[src/rtl/vga_timing_gen_if.sv]
// Bundle of the pixel-advance enable and all timing outputs of vga_timing_gen.
// The slave side is the timing generator; the master side is whoever paces pixels.
interface vga_timing_gen_if #(
  parameter int unsigned CNT_W = 16
);
  logic             pix_en;
  logic [CNT_W-1:0] H_count_value;
  logic [CNT_W-1:0] V_count_value;
  logic             hsync;
  logic             vsync;
  logic             video_on;
  logic             line_end;
  logic             frame_end;

  modport master (
    output pix_en,
    input  H_count_value, V_count_value, hsync, vsync, video_on, line_end, frame_end
  );

  modport slave (
    input  pix_en,
    output H_count_value, V_count_value, hsync, vsync, video_on, line_end, frame_end
  );
endinterface

[src/rtl/vga_timing_gen.sv]
// VGA raster timing: horizontal/vertical counters with registered sync and blanking
// outputs that are aligned to the counters, plus combinational end-of-line/frame pulses.
module vga_timing_gen #(
  parameter int unsigned H_ACTIVE = 640,
  parameter int unsigned H_FP     = 16,
  parameter int unsigned H_SYNC   = 96,
  parameter int unsigned H_BP     = 48,
  parameter int unsigned V_ACTIVE = 480,
  parameter int unsigned V_FP     = 10,
  parameter int unsigned V_SYNC   = 2,
  parameter int unsigned V_BP     = 33,
  parameter bit          HS_POL   = 1'b0,
  parameter bit          VS_POL   = 1'b0,
  parameter int unsigned CNT_W    = 16
) (
  input  logic             CLK25MHZ,
  input  logic             RESETN,
  vga_timing_gen_if.slave  vga
);

  localparam longint unsigned H_TOTAL = longint'(H_ACTIVE) + H_FP + H_SYNC + H_BP;
  localparam longint unsigned V_TOTAL = longint'(V_ACTIVE) + V_FP + V_SYNC + V_BP;
  localparam longint unsigned CNT_SPAN = longint'(1) << CNT_W;

  generate
    if (CNT_W < 1 || CNT_W > 32) begin : g_bad_width
      $error("vga_timing_gen: CNT_W must be within 1..32");
    end
    if (H_TOTAL > CNT_SPAN || V_TOTAL > CNT_SPAN) begin : g_bad_total
      $error("vga_timing_gen: H_TOTAL/V_TOTAL do not fit in CNT_W bits");
    end
    if (H_SYNC == 0 || V_SYNC == 0 || H_ACTIVE == 0 || V_ACTIVE == 0) begin : g_bad_geom
      $error("vga_timing_gen: active and sync widths must be non-zero");
    end
  endgenerate

  localparam logic [CNT_W-1:0] H_MAX      = CNT_W'(H_TOTAL - 1);
  localparam logic [CNT_W-1:0] V_MAX      = CNT_W'(V_TOTAL - 1);
  localparam logic [CNT_W-1:0] H_ACT_END  = CNT_W'(H_ACTIVE);
  localparam logic [CNT_W-1:0] V_ACT_END  = CNT_W'(V_ACTIVE);
  localparam logic [CNT_W-1:0] HS_FIRST   = CNT_W'(H_ACTIVE + H_FP);
  localparam logic [CNT_W-1:0] HS_LAST    = CNT_W'(H_ACTIVE + H_FP + H_SYNC - 1);
  localparam logic [CNT_W-1:0] VS_FIRST   = CNT_W'(V_ACTIVE + V_FP);
  localparam logic [CNT_W-1:0] VS_LAST    = CNT_W'(V_ACTIVE + V_FP + V_SYNC - 1);

  function automatic logic hsync_level(input logic [CNT_W-1:0] h);
    return ((h >= HS_FIRST) && (h <= HS_LAST)) ? HS_POL : ~HS_POL;
  endfunction

  function automatic logic vsync_level(input logic [CNT_W-1:0] v);
    return ((v >= VS_FIRST) && (v <= VS_LAST)) ? VS_POL : ~VS_POL;
  endfunction

  function automatic logic active_level(input logic [CNT_W-1:0] h,
                                        input logic [CNT_W-1:0] v);
    return (h < H_ACT_END) && (v < V_ACT_END);
  endfunction

  logic [CNT_W-1:0] r_h_cnt;
  logic [CNT_W-1:0] r_v_cnt;
  logic             r_hsync;
  logic             r_vsync;
  logic             r_video_on;

  logic             w_h_last;
  logic             w_v_last;
  logic [CNT_W-1:0] w_h_nxt;
  logic [CNT_W-1:0] w_v_nxt;

  // Next-position decode; wraps are explicit so counters can never exceed the totals.
  always_comb begin
    w_h_last = (r_h_cnt == H_MAX);
    w_v_last = (r_v_cnt == V_MAX);
    w_h_nxt  = w_h_last ? '0 : r_h_cnt + CNT_W'(1);
    w_v_nxt  = r_v_cnt;
    if (w_h_last) begin
      w_v_nxt = w_v_last ? '0 : r_v_cnt + CNT_W'(1);
    end
  end

  // Sync and blanking are decoded from the next position so they land with the counters.
  always_ff @(posedge CLK25MHZ or negedge RESETN) begin
    if (!RESETN) begin
      r_h_cnt    <= '0;
      r_v_cnt    <= '0;
      r_hsync    <= ~HS_POL;
      r_vsync    <= ~VS_POL;
      r_video_on <= 1'b1;
    end else if (vga.pix_en) begin
      r_h_cnt    <= w_h_nxt;
      r_v_cnt    <= w_v_nxt;
      r_hsync    <= hsync_level(w_h_nxt);
      r_vsync    <= vsync_level(w_v_nxt);
      r_video_on <= active_level(w_h_nxt, w_v_nxt);
    end
  end

  assign vga.H_count_value = r_h_cnt;
  assign vga.V_count_value = r_v_cnt;
  assign vga.hsync         = r_hsync;
  assign vga.vsync         = r_vsync;
  assign vga.video_on      = r_video_on;
  // Gated by RESETN so the pulses are quiet during reset regardless of geometry.
  assign vga.line_end      = RESETN & vga.pix_en & w_h_last;
  assign vga.frame_end     = RESETN & vga.pix_en & w_h_last & w_v_last;

endmodule

[src/flat_wrapper.sv]
// flat-port wrapper written by rule: the top's interface ports become plain ports
module vga_timing_gen_flat 
#(
  parameter int unsigned H_ACTIVE = 640,
  parameter int unsigned H_FP     = 16,
  parameter int unsigned H_SYNC   = 96,
  parameter int unsigned H_BP     = 48,
  parameter int unsigned V_ACTIVE = 480,
  parameter int unsigned V_FP     = 10,
  parameter int unsigned V_SYNC   = 2,
  parameter int unsigned V_BP     = 33,
  parameter bit          HS_POL   = 1'b0,
  parameter bit          VS_POL   = 1'b0,
  parameter int unsigned CNT_W    = 16
)
  (CLK25MHZ, RESETN, vga_pix_en, vga_H_count_value, vga_V_count_value, vga_hsync, vga_vsync, vga_video_on, vga_line_end, vga_frame_end);
  vga_timing_gen_if #(.CNT_W(CNT_W)) vga_i ();
  input  logic CLK25MHZ;
  input  logic RESETN;
  input wire logic [$bits(vga_i.pix_en)-1:0] vga_pix_en;
  output wire logic [$bits(vga_i.H_count_value)-1:0] vga_H_count_value;
  output wire logic [$bits(vga_i.V_count_value)-1:0] vga_V_count_value;
  output wire logic [$bits(vga_i.hsync)-1:0] vga_hsync;
  output wire logic [$bits(vga_i.vsync)-1:0] vga_vsync;
  output wire logic [$bits(vga_i.video_on)-1:0] vga_video_on;
  output wire logic [$bits(vga_i.line_end)-1:0] vga_line_end;
  output wire logic [$bits(vga_i.frame_end)-1:0] vga_frame_end;
  assign vga_i.pix_en = vga_pix_en;
  assign vga_H_count_value = vga_i.H_count_value;
  assign vga_V_count_value = vga_i.V_count_value;
  assign vga_hsync = vga_i.hsync;
  assign vga_vsync = vga_i.vsync;
  assign vga_video_on = vga_i.video_on;
  assign vga_line_end = vga_i.line_end;
  assign vga_frame_end = vga_i.frame_end;
  vga_timing_gen #(.H_ACTIVE(H_ACTIVE), .H_FP(H_FP), .H_SYNC(H_SYNC), .H_BP(H_BP), .V_ACTIVE(V_ACTIVE), .V_FP(V_FP), .V_SYNC(V_SYNC), .V_BP(V_BP), .HS_POL(HS_POL), .VS_POL(VS_POL), .CNT_W(CNT_W)) u_core (.CLK25MHZ(CLK25MHZ), .RESETN(RESETN), .vga(vga_i));
endmodule
[config.mk]
export PLATFORM = sky130hd
export DESIGN_NAME = vga_timing_gen_flat
export DESIGN_NICKNAME = d
export VERILOG_FILES = /design/src/rtl/vga_timing_gen_if.sv /design/src/rtl/vga_timing_gen.sv /design/src/flat_wrapper.sv
export SDC_FILE = /design/constraint.sdc
export NUM_CORES = 1
export LEC_CHECK = 0
export BUFFER_PORTS_ARGS = -buffer_cell sky130_fd_sc_hd__buf_2
export CORE_MARGIN = 5
export CORE_UTILIZATION = 51
export DETAILED_ROUTE_END_ITERATION = 10
export HOLD_SLACK_MARGIN = 0.08
export PLACE_DENSITY = 0.76
export SYNTH_ARGS = -nofsm -noshare
export SYNTH_HDL_FRONTEND = slang
export SYNTH_SLANG_ARGS = --single-unit
[constraint.sdc]
create_clock -name CLK25MHZ -period 2.77 [get_ports CLK25MHZ]
set_input_delay 0.1385 -clock CLK25MHZ [delete_from_list [all_inputs] [get_ports CLK25MHZ]]
set_output_delay 0.1385 -clock CLK25MHZ [all_outputs]
set_load 0.05 [all_outputs]
==> flow_summary_export.csv <==
group,metric,value,unit
run_status,outcome,"complete, no violations",
timing,min_period,2.74,ns
routing,first_pass_iters,4,
synth,yosys_most_used_dff,"dfrtp_1",
global_routing,grt_max_degree,36,
placed_design,post-place-ws,0.0491,ns
synth,ys_seq_area_frac,0.365,
power_and_ir_drop,ir_worst_vdd,0.000253,V
power_and_ir_drop,p_per_area,468,nW/um^2
global_routing,grt_pass1_vias,2279,
setup_path,cp_max_fo,7,
floorplanning,row_count,25,
placed_design,place_area,2880,sq um
cts,cts_buffer_depth,2,
synth,post-synth-top-area-cell,"dfrtp_1",
setup_path,critPathKind,"flop to flop",
setup_path,cp-start-kind,"flop",
floorplanning,die-area,6200,sq um
timing,rsz0062_at_grt,"true",
final_layout,drive_gt1_frac,0.304,
routing,ant_nets,0,
synth,syn-cell-area,2410,sq um
floorplanning,io_pins,40,
synth,yosys.cell_types.count,52,
placed_design,globalplace.congestion,0.903,
timing,timing.hold.ws,0.218,ns
setup_path,cp_slowest_cell,"or4_4",
final_layout,final_cell_mix,"39 x buf_2, 37 x buf_4, 28 x nand2_1, 25 x nor2_1, 21 x dfrtp_1",
placed_design,io_buffers,39,
floorplanning,fp.dieW,78.7,um
cts,cts_sinks,35,
synth,syn_avg_cell_area,8.28,sq um
timing,finalClockSkew,0.00237,ns
synth,yosysWarnings,0,
synth,yosys-top-cells-area,"dfrtp_1 33%, xnor2_1 6.5%, nand2_1 4.4%",
routing,wire_per_inst,16.6,um
floorplanning,core,4660,sq um
cts,clkTransAtPathRegs,0.07,ns
global_routing,grt_pass1_wl,11500,um
timing,setup_ws,0.0334,ns
setup_path,cp-end-kind,"flop",
synth,synth-seq-cells,35,
routing,vias,2461,
synth,synth_edf_count,0,
final_layout,syn_to_final_growth,25.1,%
routing,vias_per_cell,6.02,
timing,fin_tns_setup,0,ns
hold_path,min_path_type,"input port to flop",
setup_path,max_stage_delay,0.55,ns
cts,htree_levels,2,
setup_path,crit_family,"simple AND/OR/NAND/NOR gates",
floorplanning,fp.dieH,78.7,um
routing,drt_first_iter_violations,276,
power_and_ir_drop,p_leak,1.30,nW
synth,synthCells,291,
timing,timing.final.crit_share,0.988,
routing,drc,0,
cts,clock_latency,0.29,ns
timing,tightest_slew,0.562,ns
final_layout,nets,361,
timing,max_freq,0.365,GHz
timing,relSlewSlack,0.620,
synth,synth_top_area_frac,0.332,
timing,finalSetupViolations,0,
routing,wl,6790,um
setup_path,required,2.99,ns
setup_path,crit_path_cell_trace,"or4_4 -> or4_4 -> a211o_1 -> a221o_1 -> or4b_1 -> o22a_1",
global_routing,overflow,0,
cts,numCtsBuffers,5,
synth,async_flop_share,1.00,
global_routing,antenna_found_initial,0,
job,cap_violations,0,
setup_path,critical_path_buf_inv_count,0,
setup_path,worstPathArrival,2.95,ns
timing,hold_viol_final,0,
cts,cts_tree,"done",
final_layout,diodes,0,
floorplanning,initial_utilization,0.517,
cts,cts_root_buf,"clkbuf_8",
synth,syn-num-nets,298,
setup_path,crit_top_cell,"or4_4",
placed_design,dpl.hpwl,4990,um
final_layout,final_common_cell,"buf_2",
timing,finalMaxSlewViolations,0,
final_layout,final_util,0.647,
global_routing,grt_use_total,0.235,
final_layout,finalInstanceArea,3010,sq um
-- worst min-delay path, stage by stage --
cell,delay [ns]
buf_2,0.10
inv_2,0.09
o2bb2ai_1,0.14
-- power by group --
part	switching, mW	leakage [nW]	internal (mW)
Sequential	0.0498	0.440	0.554
Combinational	0.275	0.804	0.116
Clock	0.189	0.0515	0.227
-- cells by family (layout without fill, tap and decap cells) --
logic type                 after synthesis  count (layout)  synth area share
AOI/OAI and AO/OA                       65              65             0.171
xor gates and xnor gates                22              22            0.0800
adders and majority gates                4               4            0.0208
buffers and inverters                   29              93            0.0519
DFF                                     35              35             0.365
muxes                                    2               2           0.00831
and+or+nand+nor                        134             134             0.302
-- stage by stage --
| step | power (mW) | cells |
|---|---|---|
| after floorplan | 0.893 | 291 |
| after global placement | 0.991 | 399 |
| after detailed placement | 0.999 | 399 |
| after CTS | 1.41 | 408 |
| after global routing | 1.48 | 409 |
| final | 1.41 | 409 |
-- area by class of cell --
type,count,area [sq um]
multi-input cells,227,1440
well taps,54,67.6
fillers,406,1650
inverters,8,30.0
clock buffers,8,100
repair buffers,77,483
flip-flops and latches,35,893
-- layer usage --
metal,vias to the layer above,track usage,share of wire
li1,1187,-,-
met1,1179,0.334,0.45
met2,88,0.363,0.47
met3,7,0.0488,0.070
met4,0,0.0629,0.011
met5,-,0,0
-- final timing paths --
kind	startpoint	end	slack, ns	cells after the start
worst max-delay path	u_core.vga.H_count_value[5]	u_core.vga.vsync	0.03	6
worst min-delay path	vga_pix_en	u_core.vga.H_count_value[9]	0.22	3
worst max register to register	u_core.vga.H_count_value[5]	u_core.vga.vsync	0.03	6
worst min register to register	u_core.vga.video_on	u_core.vga.video_on	0.51	2
max in group asynchronous	RESETN	u_core.vga.vsync	1.95	3
min in group asynchronous	RESETN	u_core.vga.H_count_value[14]	0.46	3
-- repair_timing --
| action | in CTS | in global routing |
|---|---|---|
| endpoints found under the setup margin | 0 | 3 |
| gates resized for setup | 0 | 2 |
| hold buffers | 1 | 0 |
| setup buffers | 0 | 1 |
| endpoints found under the hold margin | 32 | 0 |
-- synth_stat cells, types with 2 or more instances --
cell type / count
dfrtp_1: 32
nand2_1: 28
nor2_1: 26
nand3_1: 18
xnor2_1: 18
nand4_1: 16
o21ai_0: 16
clkbuf_1: 15
o21ai_1: 15
and3_1: 9
o31ai_1: 8
a21oi_1: 7
inv_1: 7
nor3_1: 5
a211o_1: 4
and2_1: 4
ha_1: 4
nor4_1: 4
xor2_1: 4
buf_1: 3
dfstp_2: 3
or2_1: 3
or3_1: 3
and4_1: 2
buf_6: 2
mux2i_1: 2
nand2b_1: 2
nor3b_1: 2
nor4b_1: 2
o2bb2ai_1: 2
o32ai_1: 2
o41ai_1: 2
or4_4: 2
-- state kept, by name (all words and copies together), names as in the netlist --
name / flops
u_core.vga.H_count_value: 16
u_core.vga.video_on: 1
u_core.vga.vsync: 1
u_core.vga.V_count_value: 16
u_core.vga.hsync: 1
No activity file was read; power rests on OpenSTA's default activity.
